===== src/rtl/multiplier_param.sv =====
// multiplier_param: sequential shift-add unsigned multiplier
// One partial product per clock; strt/idle handshake.
//
// Ports:
//   clk          system clock, rising edge
//   rst          asynchronous active-low reset
//   strt         start request, sampled only while idle
//   multiplicand operand A, captured on the strt edge
//   multiplier   operand B, captured on the strt edge
//   product      registered result, held until next completion
//   done         one-cycle pulse when a new product is visible
//   idle         high while ready to accept strt
//
// Optional: define MULT_EARLY_EXIT_EN to stop calculating once no
// multiplier bits remain set (data-dependent latency).
module multiplier_param #(
    parameter int BITSIZE   = 16,
    parameter int INDEXSIZE = 4
) (
    input  logic                   clk,
    input  logic                   rst,
    input  logic                   strt,
    input  logic [BITSIZE-1:0]     multiplicand,
    input  logic [BITSIZE-1:0]     multiplier,
    output logic [2*BITSIZE-1:0]   product,
    output logic                   done,
    output logic                   idle
);

    typedef enum logic [1:0] {
        IDLE     = 2'b00,
        CALC     = 2'b01,
        POSTCALC = 2'b10
    } state_t;

    localparam logic [INDEXSIZE-1:0] LAST_CNT =
        INDEXSIZE'(BITSIZE - 1);

    state_t                 state;
    logic [2*BITSIZE-1:0]   mcand_reg;
    logic [BITSIZE-1:0]     mplier_reg;
    logic [2*BITSIZE-1:0]   acc;
    logic [INDEXSIZE-1:0]   cnt;

    logic [2*BITSIZE-1:0]   partial;
    logic                   calc_last;
    logic                   zero_op;

    assign idle    = (state == IDLE);
    assign zero_op = (multiplicand == '0) || (multiplier == '0);
    assign partial = mplier_reg[0] ? mcand_reg : '0;

`ifdef MULT_EARLY_EXIT_EN
    // Current bit 0 is still added this cycle; nothing above it
    // remains, so this is the final useful iteration.
    assign calc_last = (cnt == LAST_CNT) ||
                       (mplier_reg[BITSIZE-1:1] == '0);
`else
    assign calc_last = (cnt == LAST_CNT);
`endif

    always_ff @(posedge clk or negedge rst) begin
        if (!rst) begin
            state      <= IDLE;
            mcand_reg  <= '0;
            mplier_reg <= '0;
            acc        <= '0;
            cnt        <= '0;
            product    <= '0;
            done       <= 1'b0;
        end else begin
            done <= 1'b0;
            unique case (state)
                IDLE: begin
                    if (strt) begin
                        mcand_reg  <= {{BITSIZE{1'b0}}, multiplicand};
                        mplier_reg <= multiplier;
                        acc        <= '0;
                        cnt        <= '0;
                        // A zero operand already yields acc == 0.
                        state      <= zero_op ? POSTCALC : CALC;
                    end
                end
                CALC: begin
                    acc        <= acc + partial;
                    mcand_reg  <= mcand_reg << 1;
                    mplier_reg <= mplier_reg >> 1;
                    cnt        <= cnt + 1'b1;
                    if (calc_last) begin
                        state <= POSTCALC;
                    end
                end
                POSTCALC: begin
                    product <= acc;
                    done    <= 1'b1;
                    state   <= IDLE;
                end
                default: begin
                    state <= IDLE;
                end
            endcase
        end
    end

endmodule


===== config.mk =====
export PLATFORM = sky130hd
export DESIGN_NAME = multiplier_param
export DESIGN_NICKNAME = d
export VERILOG_FILES = /design/src/rtl/multiplier_param.sv
export SDC_FILE = /design/constraint.sdc
export NUM_CORES = 1
export LEC_CHECK = 0
export BUFFER_PORTS_ARGS = -buffer_cell sky130_fd_sc_hd__buf_4
export CAP_MARGIN = 20
export CORE_MARGIN = 3
export CORE_UTILIZATION = 40
export DETAILED_ROUTE_END_ITERATION = 8
export GPL_ROUTABILITY_DRIVEN = 0
export PLACE_DENSITY_LB_ADDON = 0.25
export SLEW_MARGIN = 20
export SYNTH_ARGS = -nofsm -noshare
export SYNTH_HDL_FRONTEND = slang
export SYNTH_SLANG_ARGS = --single-unit

===== constraint.sdc =====
create_clock -name clk -period 3.2 [get_ports clk]
set_clock_uncertainty 0.1 [all_clocks]
set_input_delay 0.64 -clock clk [delete_from_list [all_inputs] [get_ports clk]]
set_output_delay 0.64 -clock clk [all_outputs]
set_load 0.01 [all_outputs]

-- Word level (Yosys, flattened, before mapping)
Cells that the tools add are included.
W data, S select, Z words.
- register bits: 119
- bits of input ports: 35
- logic and storage cells: 35
- $add $sub $neg: 2
- equal/unequal tests: 5
- muxes and demuxes: 14
- reductions and logical operators: 7
- operators by type and width (operator ; number):
    $pmux W32 S2 ; 2
    $mux W32 ; 3
    $add A32 B32 Y32 ; 1
    $logic_not A16 Y1 ; 2
    $pmux W16 S2 ; 1
    $mux W16 ; 1
    $pmux W4 S2 ; 1
    $mux W2 ; 3
    $add A4 B1 Y4 const B ; 1
    $eq A4 B4 Y1 const B ; 1
    $mux W4 ; 1
    $ne A2 B2 Y1 const B ; 2
    $pmux W2 S2 ; 1
    $reduce_and A2 Y1 ; 2
    $eq A2 B1 Y1 const B ; 1
    $eq A2 B2 Y1 const B ; 1
    $logic_not A2 Y1 ; 1
    $reduce_bool A2 Y1 ; 1
    $logic_or A1 B1 Y1 ; 1
    $mux W1 ; 1

-- Longest topological paths before layout
Gate-level depths: netlist (run 1).
- depth in word-level cells: 5
- mapped depth: 13
- gate-level depth less buffers: 13

-- Worst setup path after synthesis (run 1)
OpenSTA, ideal clock, no wires.
- kind: register -> register
- start point: register mplier_reg[0]
- end point: register acc[24]
- library setup time: 0.126 ns
- arrival: 2.629 ns
- data required time: 2.974 ns
- slack: 0.345 ns
- cell stages (with the launch flop): 13
- path buffers: 1
- period minus slack after synthesis: 2.855 ns
- cell sequence: dfrtp_1 clkbuf_1 nand2_1 fa_1 nand2b_1 a21oi_1 o22ai_1 o21ai_2 o21ai_2 o21ai_2 a21oi_2 mux2i_1 a311o_1
- longest elaborated chain between the ends: 3
- ends and longest elaborated chain (what ; RTL line ; text):
    from (decl) ; 41 ; logic [BITSIZE-1:0] mplier_reg;
    from (signal assigned) ; 77 ; mplier_reg <= multiplier;
    from (signal assigned) ; 87 ; mplier_reg <= mplier_reg >> 1;
    $mux W32 ; 51 ; assign partial = mplier_reg[0] ? mcand_reg : '0;
    $add A32 B32 Y32 ; 85 ; acc <= acc + partial;
    $pmux W32 S2 ; 73 ; unique case (state)
    to (signal assigned) ; 85 ;
    to (decl) ; 42 ; logic [2*BITSIZE-1:0] acc;
Every way passes these cells.
A chain may end at the register's enable or synchronous reset.

-- Final worst setup path (run 1)
- start point: register mplier_reg[0]
- end point: register acc[31]
The elaborated chain is that of the path after synthesis.

==> results of run 1 <==
routing by layer:
metal  vias to the layer above  routed length [um]
met3                        18                 743
met4                         0                 227
met5                         -                   0
li1                       2411                   -
met2                       128                6840
met1                      2393                6800
cell usage after synthesis, types with 4 or more instances:
library cell,instances,area (sq um)
a211oi_1,4,30.0
a21o_1,13,97.6
a21oi_1,32,160
a22o_1,21,184
a32o_1,4,40.0
and2_1,30,188
buf_2,5,25.0
clkbuf_1,27,101
dfrtp_1,119,2980
ha_1,32,400
inv_1,9,33.8
mux2_2,30,338
mux2i_1,31,310
nand2_1,84,315
nand2b_1,5,31.3
nand3_1,7,35.0
nand4_1,9,56.3
nor2_1,17,63.8
nor4_1,9,56.3
o21ai_0,71,355
o21ai_1,4,20.0
o21bai_1,6,45.0
o22ai_1,4,25.0
xnor2_1,12,105
xor2_1,13,114
cell type report:
class	instances	area (sq um)	share of cell area, %
Inverter	9	33.8	0.426
Clock buffer	19	453	5.72
Timing Repair Buffer	84	656	8.27
Sequential cell	119	2980	37.6
Tap cell	211	264	3.33
Multi-Input combinational cell	473	3340	42.1
Clock inverter	12	200	2.53
worst min path at each step:
stage	slack, ns	cells after the start	endpoint	from
5_1_grt	0.16	1	mcand_reg[13]$_DFFE_PN0P_	rst
2_1_floorplan	0.24	0	acc[0]$_DFFE_PN0P_	rst
3_5_place_dp	0.37	2	mplier_reg[12]$_DFFE_PN0P_	mplier_reg[12]$_DFFE_PN0P_
3_3_place_gp	0.36	2	mplier_reg[1]$_DFFE_PN0P_	mplier_reg[1]$_DFFE_PN0P_
4_1_cts	0.14	1	mcand_reg[13]$_DFFE_PN0P_	rst
6_report	0.13	1	mcand_reg[13]$_DFFE_PN0P_	rst
kinds of logic (layout without fill, tap and decap cells):
| logic type | count (synthesis) | in the layout | share of synthesized area (%) |
|---|---|---|---|
| buf+inv | 44 | 124 | 2.66 |
| compound gates | 181 | 181 | 18.3 |
| xor+xnor | 25 | 25 | 3.40 |
| mux | 61 | 61 | 10.1 |
| simple gates | 173 | 173 | 12.8 |
| flops | 119 | 119 | 46.3 |
| fa+ha+maj | 33 | 33 | 6.53 |
layout by cell type, fill, tap and decap left out, types with 3 or more instances in the layout:
master	n
and2_1	30
xnor2_1	12
o21ai_0	69
a211oi_1	3
nor4_1	8
nor2_1	17
nand2_1	84
nand4_1	9
or2_2	3
o21ai_2	3
dfrtp_1	119
o21a_1	3
xor2_1	13
o22ai_1	4
inv_1	9
nand3_1	7
mux2_2	30
buf_4	82
o21ai_1	6
mux2i_1	31
a32o_1	4
nand2b_1	5
a21oi_1	31
a22o_1	21
bufinv_16	5
a21o_1	13
ha_1	32
o21bai_1	5
clkinvlp_4	6
clkbuf_16	17
what timing repair did:
| action | 4_1_cts | 5_1_grt |
|---|---|---|
| hold buffers | 0 | 0 |
| resized for setup | 0 | 7 |
| setup endpoints to repair | 0 | 6 |
| endpoints found under the hold margin | 0 | 0 |
worst max-delay path: cells and delay by family (launching register included):
| kind | cells | cell delay [ns] |
|---|---|---|
| AOI/OAI and AO/OA | 7 | 1.46 |
| xor gates and xnor gates | 1 | 0.19 |
| adders and majority gates | 1 | 0.33 |
| buffers and inverters | 1 | 0.17 |
| DFF | 1 | 0.40 |
| and+or+nand+nor | 2 | 0.29 |
metrics by stage:
step / instance area [sq um] / util [%] / std cells
6_report: 7920 / 51.2 / 927
3_5_place_dp: 7240 / 46.7 / 896
4_1_cts: 7890 / 51.0 / 927
2_1_floorplan: 6440 / - / 636
3_3_place_gp: 7240 / 46.7 / 896
5_1_grt: 7920 / 51.2 / 927
where the power goes:
group / switching [mW] / leakage (nW) / internal, mW
combinational: 1.63 / 2.02 / 1.35
sequential: 0.432 / 1.55 / 2.08
clock: 0.690 / 0.299 / 1.41
total: 2.75 / 3.87 / 4.85
==> impl_metrics.csv, run 1 <==
group,metric,value,unit
outcome,outcome,"complete, no violations",
die,io_pins,69,
final_layout,nets,772,
critical_path,critical_path.cell_chain,"buf_4 -> and2_1 -> ha_1 -> a211oi_2 -> nor2_1 -> o41ai_4 -> o31ai_2 -> a2111oi_4 -> o31ai_1 -> xor2_1 -> a21oi_1 -> o22ai_1",
critical_path,start_kind,"flop",
place,dpl_worst_slack,0.0378,ns
routing,routed-via-count,4950,
routing,drc,0,
routing,antenna_left,0,
yosys,synthArstFlopShare,100,%
die,dieHeight,133,um
yosys,ys_ff_latch,119,
clocking,htree_levels,4,
timing,worst_pin_slew,0.724,ns
routing,drt_wl_total,14600,um
timing,relSlewSlack,51.7,%
global_routing,grt.busiest_layer,"met2",
clocking,path_clk_slew,0.06,ns
global_routing,grt_overflow_total,0,
final_layout,n_fill_cell,1409,
global_routing,use_met1,22.8,%
critical_path,reg2reg_depth,12,
die,core_area,15500,sq um
clocking,clock_latency,0.42,ns
critical_path,crit_end,"acc[31]$_DFFE_PN0P_",
yosys,ys_seq_area_share,46.3,%
die,initial_utilization,41.6,%
clocking,cts_buffers,17,
global_routing,antenna_found_initial,0,
critical_path,reg2reg_slack,0.14,ns
die,die_area,17600,sq um
clocking,clk_path_buf_depth,2,
clocking,root_buffer,"clkbuf_16",
final_layout,antenna_cells,0,
yosys,netlist_instances,636,
timing,rsz0062_at_grt,"false",
timing,final_max_slew_viol_count,0,
pwr,report.power.total,7.60,mW
worst_hold_path,hold_path_class,"in -> async",
critical_path,crit_path_max_fanout,11,
place,hpwl,10800,um
timing,fin_crit_sh,95.5,%
routing,routedWlPerCell,15.8,um
pwr,cellLeakagePower,3.87,nW
critical_path,crit_start,"mplier_reg[0]$_DFFE_PN0P_",
yosys,yosys.cell_types.count,50,
die,row_count,45,
timing,setup_viol,0,
global_routing,use_met3,4.98,%
yosys,syn_area,6440,sq um
global_routing,grt_use_total,17.2,%
critical_path,cp_slowest_cell,"a2111oi_4",
final_layout,areaGrowthSynthToFinish,23.1,%
yosys,yosys_warnings,0,
critical_path,r2r_end,"acc[31]$_DFFE_PN0P_",
clocking,post_cts_buffers,0,
clocking,cts_tree,"yes",
routing,drtIter0Drc,286,
die,fp.dieW,133,um
pwr,powerDensity,959,nW/um^2
clocking,cts.sinks,119,
timing,tns,0,ns
timing,worst_slack,0.143,ns
place,io_buffers,68,
flow_run,maxCapViolations,0,
critical_path,cpPeakStageDelay,0.43,ns
timing,hold_viol,0,
yosys,synth-main-ff-cell,"dfrtp_1",
routing,viasPerCell,5.34,
yosys,syn_avg_cell_area,10.1,sq um
critical_path,timing.rr.start,"mplier_reg[0]$_DFFE_PN0P_",
timing,max_freq,327,MHz
timing,fin_crit,3.06,ns
critical_path,worstPathRequired,3.39,ns
yosys,synth-edff-count,0,
timing,fin_hold_ws,0.127,ns
final_layout,layout-drive-gt1-share,23.3,%
global_routing,grt_pass1_wl,24500,um
critical_path,cp-end-kind,"flop",
critical_path,path_class,"reg -> reg",
yosys,syn_nets,704,
pwr,vdd_drop_max,424,uV
global_routing,grt_start_max_net_pins,51,
global_routing,grt_pass1_vias,4915,
global_routing,met2_usage,26.7,%
critical_path,arrival,3.25,ns
routing,drt_first_pass_iters,4,
Power figures use the tool's default switching activity.
==> run 2: changes to the inputs <==
- RECOVER_POWER: default -> 50
==> impl_metrics.csv, run 2 (same netlist as run 1, synthesis figures left out) <==
group,metric,value,unit
final_layout,final_common_cell,"dfrtp_1",
timing,hold_viol,0,
critical_path,cp_slowest_cell,"a2111oi_4",
die,core_area,15500,sq um
critical_path,crit_path_max_fanout,11,
timing,fin_crit,3.06,ns
worst_hold_path,hold_end,"mplier_reg[15]$_DFFE_PN0P_",
die,initial_utilization,41.6,%
place,dp_cells,896,
flow_run,maxCapViolations,3,
final_layout,antenna_cells,0,
clocking,cts_hold_buffers,0,
critical_path,timing.rr.start,"mplier_reg[0]$_DFFE_PN0P_",
global_routing,grt_start_max_net_pins,51,
die,dieHeight,133,um
clocking,clock_latency,0.42,ns
final_layout,finalNonFillerCells,927,
global_routing,grt_pass1_vias,4915,
critical_path,critPathBufInv,1,
global_routing,grt_overflow_total,0,
clocking,cts.sinks,119,
timing,fin_crit_sh,95.5,%
clocking,htree_levels,4,
die,fp.dieW,133,um
routing,routed-via-count,4930,
timing,setup_viol,0,
global_routing,grt_pass1_wl,24500,um
die,io_pins,69,
final_layout,areaGrowthSynthToFinish,22.3,%
timing,relSlewSlack,-67.8,%
timing,final_max_slew_viol_count,77,
worst_hold_path,worstHoldStart,"multiplier[15]",
pwr,vdd_drop_max,425,uV
clocking,clk_path_buf_depth,2,
critical_path,critical-path-top-delay-family,"compound AO/OA/AOI/OAI gates",
die,die_area,17600,sq um
routing,drt_wl_total,14600,um
worst_hold_path,hold_path_class,"in -> reg",
timing,worst_pin_slew,2.52,ns
pwr,internal-power,4.83,mW
critical_path,reg2reg_slack,0.14,ns
final_layout,layout_common_cells,"dfrtp_1 (119), nand2_1 (84), buf_4 (73), o21ai_0 (69), ha_1 (32)",
timing,rsz0062_at_grt,"false",
pwr,pwr-share-comb,39.2,%
timing,tns,0,ns
final_layout,fin_util,50.8,%
routing,drt_first_pass_iters,7,
clocking,root_buffer,"clkbuf_16",
critical_path,arrival,3.25,ns
routing,drc,0,
global_routing,grt_use_total,17.2,%
clocking,path_clk_slew,0.06,ns
pwr,cellLeakagePower,3.81,nW
critical_path,start_kind,"flop",
timing,max_freq,327,MHz
routing,routedWlPerCell,15.7,um
routing,viasPerCell,5.32,
pwr,clkPwrFrac,27.7,%
critical_path,worstPathRequired,3.40,ns
worst_hold_path,whs_path_depth,2,
pwr,p_sw_share,36.3,%
critical_path,cpPeakStageDelay,0.42,ns
clocking,post_cts_buffers,0,
place,hpwl,10800,um
final_layout,multiInputGateArea,3320,sq um
final_layout,nets,772,
outcome,outcome,"complete, but fails checks",
critical_path,cp-end-kind,"flop",
global_routing,antenna_found_initial,0,
clocking,cts_buffers,17,
routing,antenna_left,0,
critical_path,path_class,"reg -> reg",
pwr,p_seq_share,33.0,%
die,row_count,45,
critical_path,r2r_end,"acc[31]$_DFFE_PN0P_",
final_layout,n_fill_cell,1412,
final_layout,layout-drive-gt1-share,21.8,%
critical_path,reg2reg_depth,12,
clocking,cts_tree,"yes",
final_layout,regArea,2980,sq um
pwr,powerDensity,964,nW/um^2
outcome,violations,"max-capacitance violations, max-slew violations",
pwr,p_switching,2.75,mW
critical_path,critical_path.cell_chain,"buf_4 -> and2_1 -> ha_1 -> a211oi_2 -> nor2_1 -> o41ai_4 -> o31ai_2 -> a2111oi_4 -> o31ai_1 -> xor2_1 -> a21oi_1 -> o22ai_1",
place,io_buffers,68,
routing,drtIter0Drc,216,
## run 2: worst max-delay path by stage
stage                                         start                  end  slack [ns]  depth (start not counted)
after floorplan           mplier_reg[0]$_DFFE_PN0P_  acc[24]$_DFFE_PN0P_        0.34                         12
after global placement    mplier_reg[0]$_DFFE_PN0P_  acc[31]$_DFFE_PN0P_        0.14                         12
after detailed placement  mplier_reg[0]$_DFFE_PN0P_  acc[31]$_DFFE_PN0P_        0.04                         12
after CTS                 mplier_reg[0]$_DFFE_PN0P_  acc[31]$_DFFE_PN0P_        0.04                         12
after global routing      mplier_reg[0]$_DFFE_PN0P_  acc[16]$_DFFE_PN0P_        0.02                         13
final                     mplier_reg[0]$_DFFE_PN0P_  acc[31]$_DFFE_PN0P_        0.14                         12
## run 2: final cells by class
| cell class | count | share of cell area [%] |
|---|---|---|
| Multi-Input combinational cell | 473 | 42.2 |
| Sequential cell | 119 | 37.8 |
| Timing Repair Buffer | 84 | 7.90 |
| Clock buffer | 19 | 5.75 |
| Tap cell | 211 | 3.35 |
| Clock inverter | 12 | 2.54 |
| Inverter | 9 | 0.429 |
## run 2: routing by layer
metal	wire length (um)	part of all wire [%]	track usage [%]	vias to the layer above
li1	-	-	-	2410
met1	6770	46	22.8	2383
met2	6870	47	26.7	121
met3	725	5.0	4.98	16
met4	225	1.5	6.41	0
met5	0	0	0	-
## run 2: through the flow
stage          setup WS, ns  hold WS (ns)  area (sq um)  total power [mW]
2_1_floorplan         0.345         0.244          6440              4.60
4_1_cts              0.0385         0.140          7890              7.63
3_5_place_dp         0.0378         0.374          7240              5.48
6_report              0.144         0.378          7870              7.58
3_3_place_gp          0.137         0.364          7240              5.38
5_1_grt              0.0195         0.368          7870              8.13
## run 2: repair_timing
item,CTS,global route
resized for setup,0,7
endpoints found under the hold margin,0,0
endpoints found under the setup margin,0,6
## run 2: power by group through the flow
stage | sequential, mW | clock [mW] | combinational, mW
4_1_cts | 2.52 | 2.15 | 2.97
5_1_grt | 2.60 | 2.22 | 3.32
3_3_place_gp | 2.51 | 0 | 2.87
2_1_floorplan | 2.42 | 0 | 2.19
6_report | 2.51 | 2.10 | 2.98
3_5_place_dp | 2.54 | 0 | 2.95
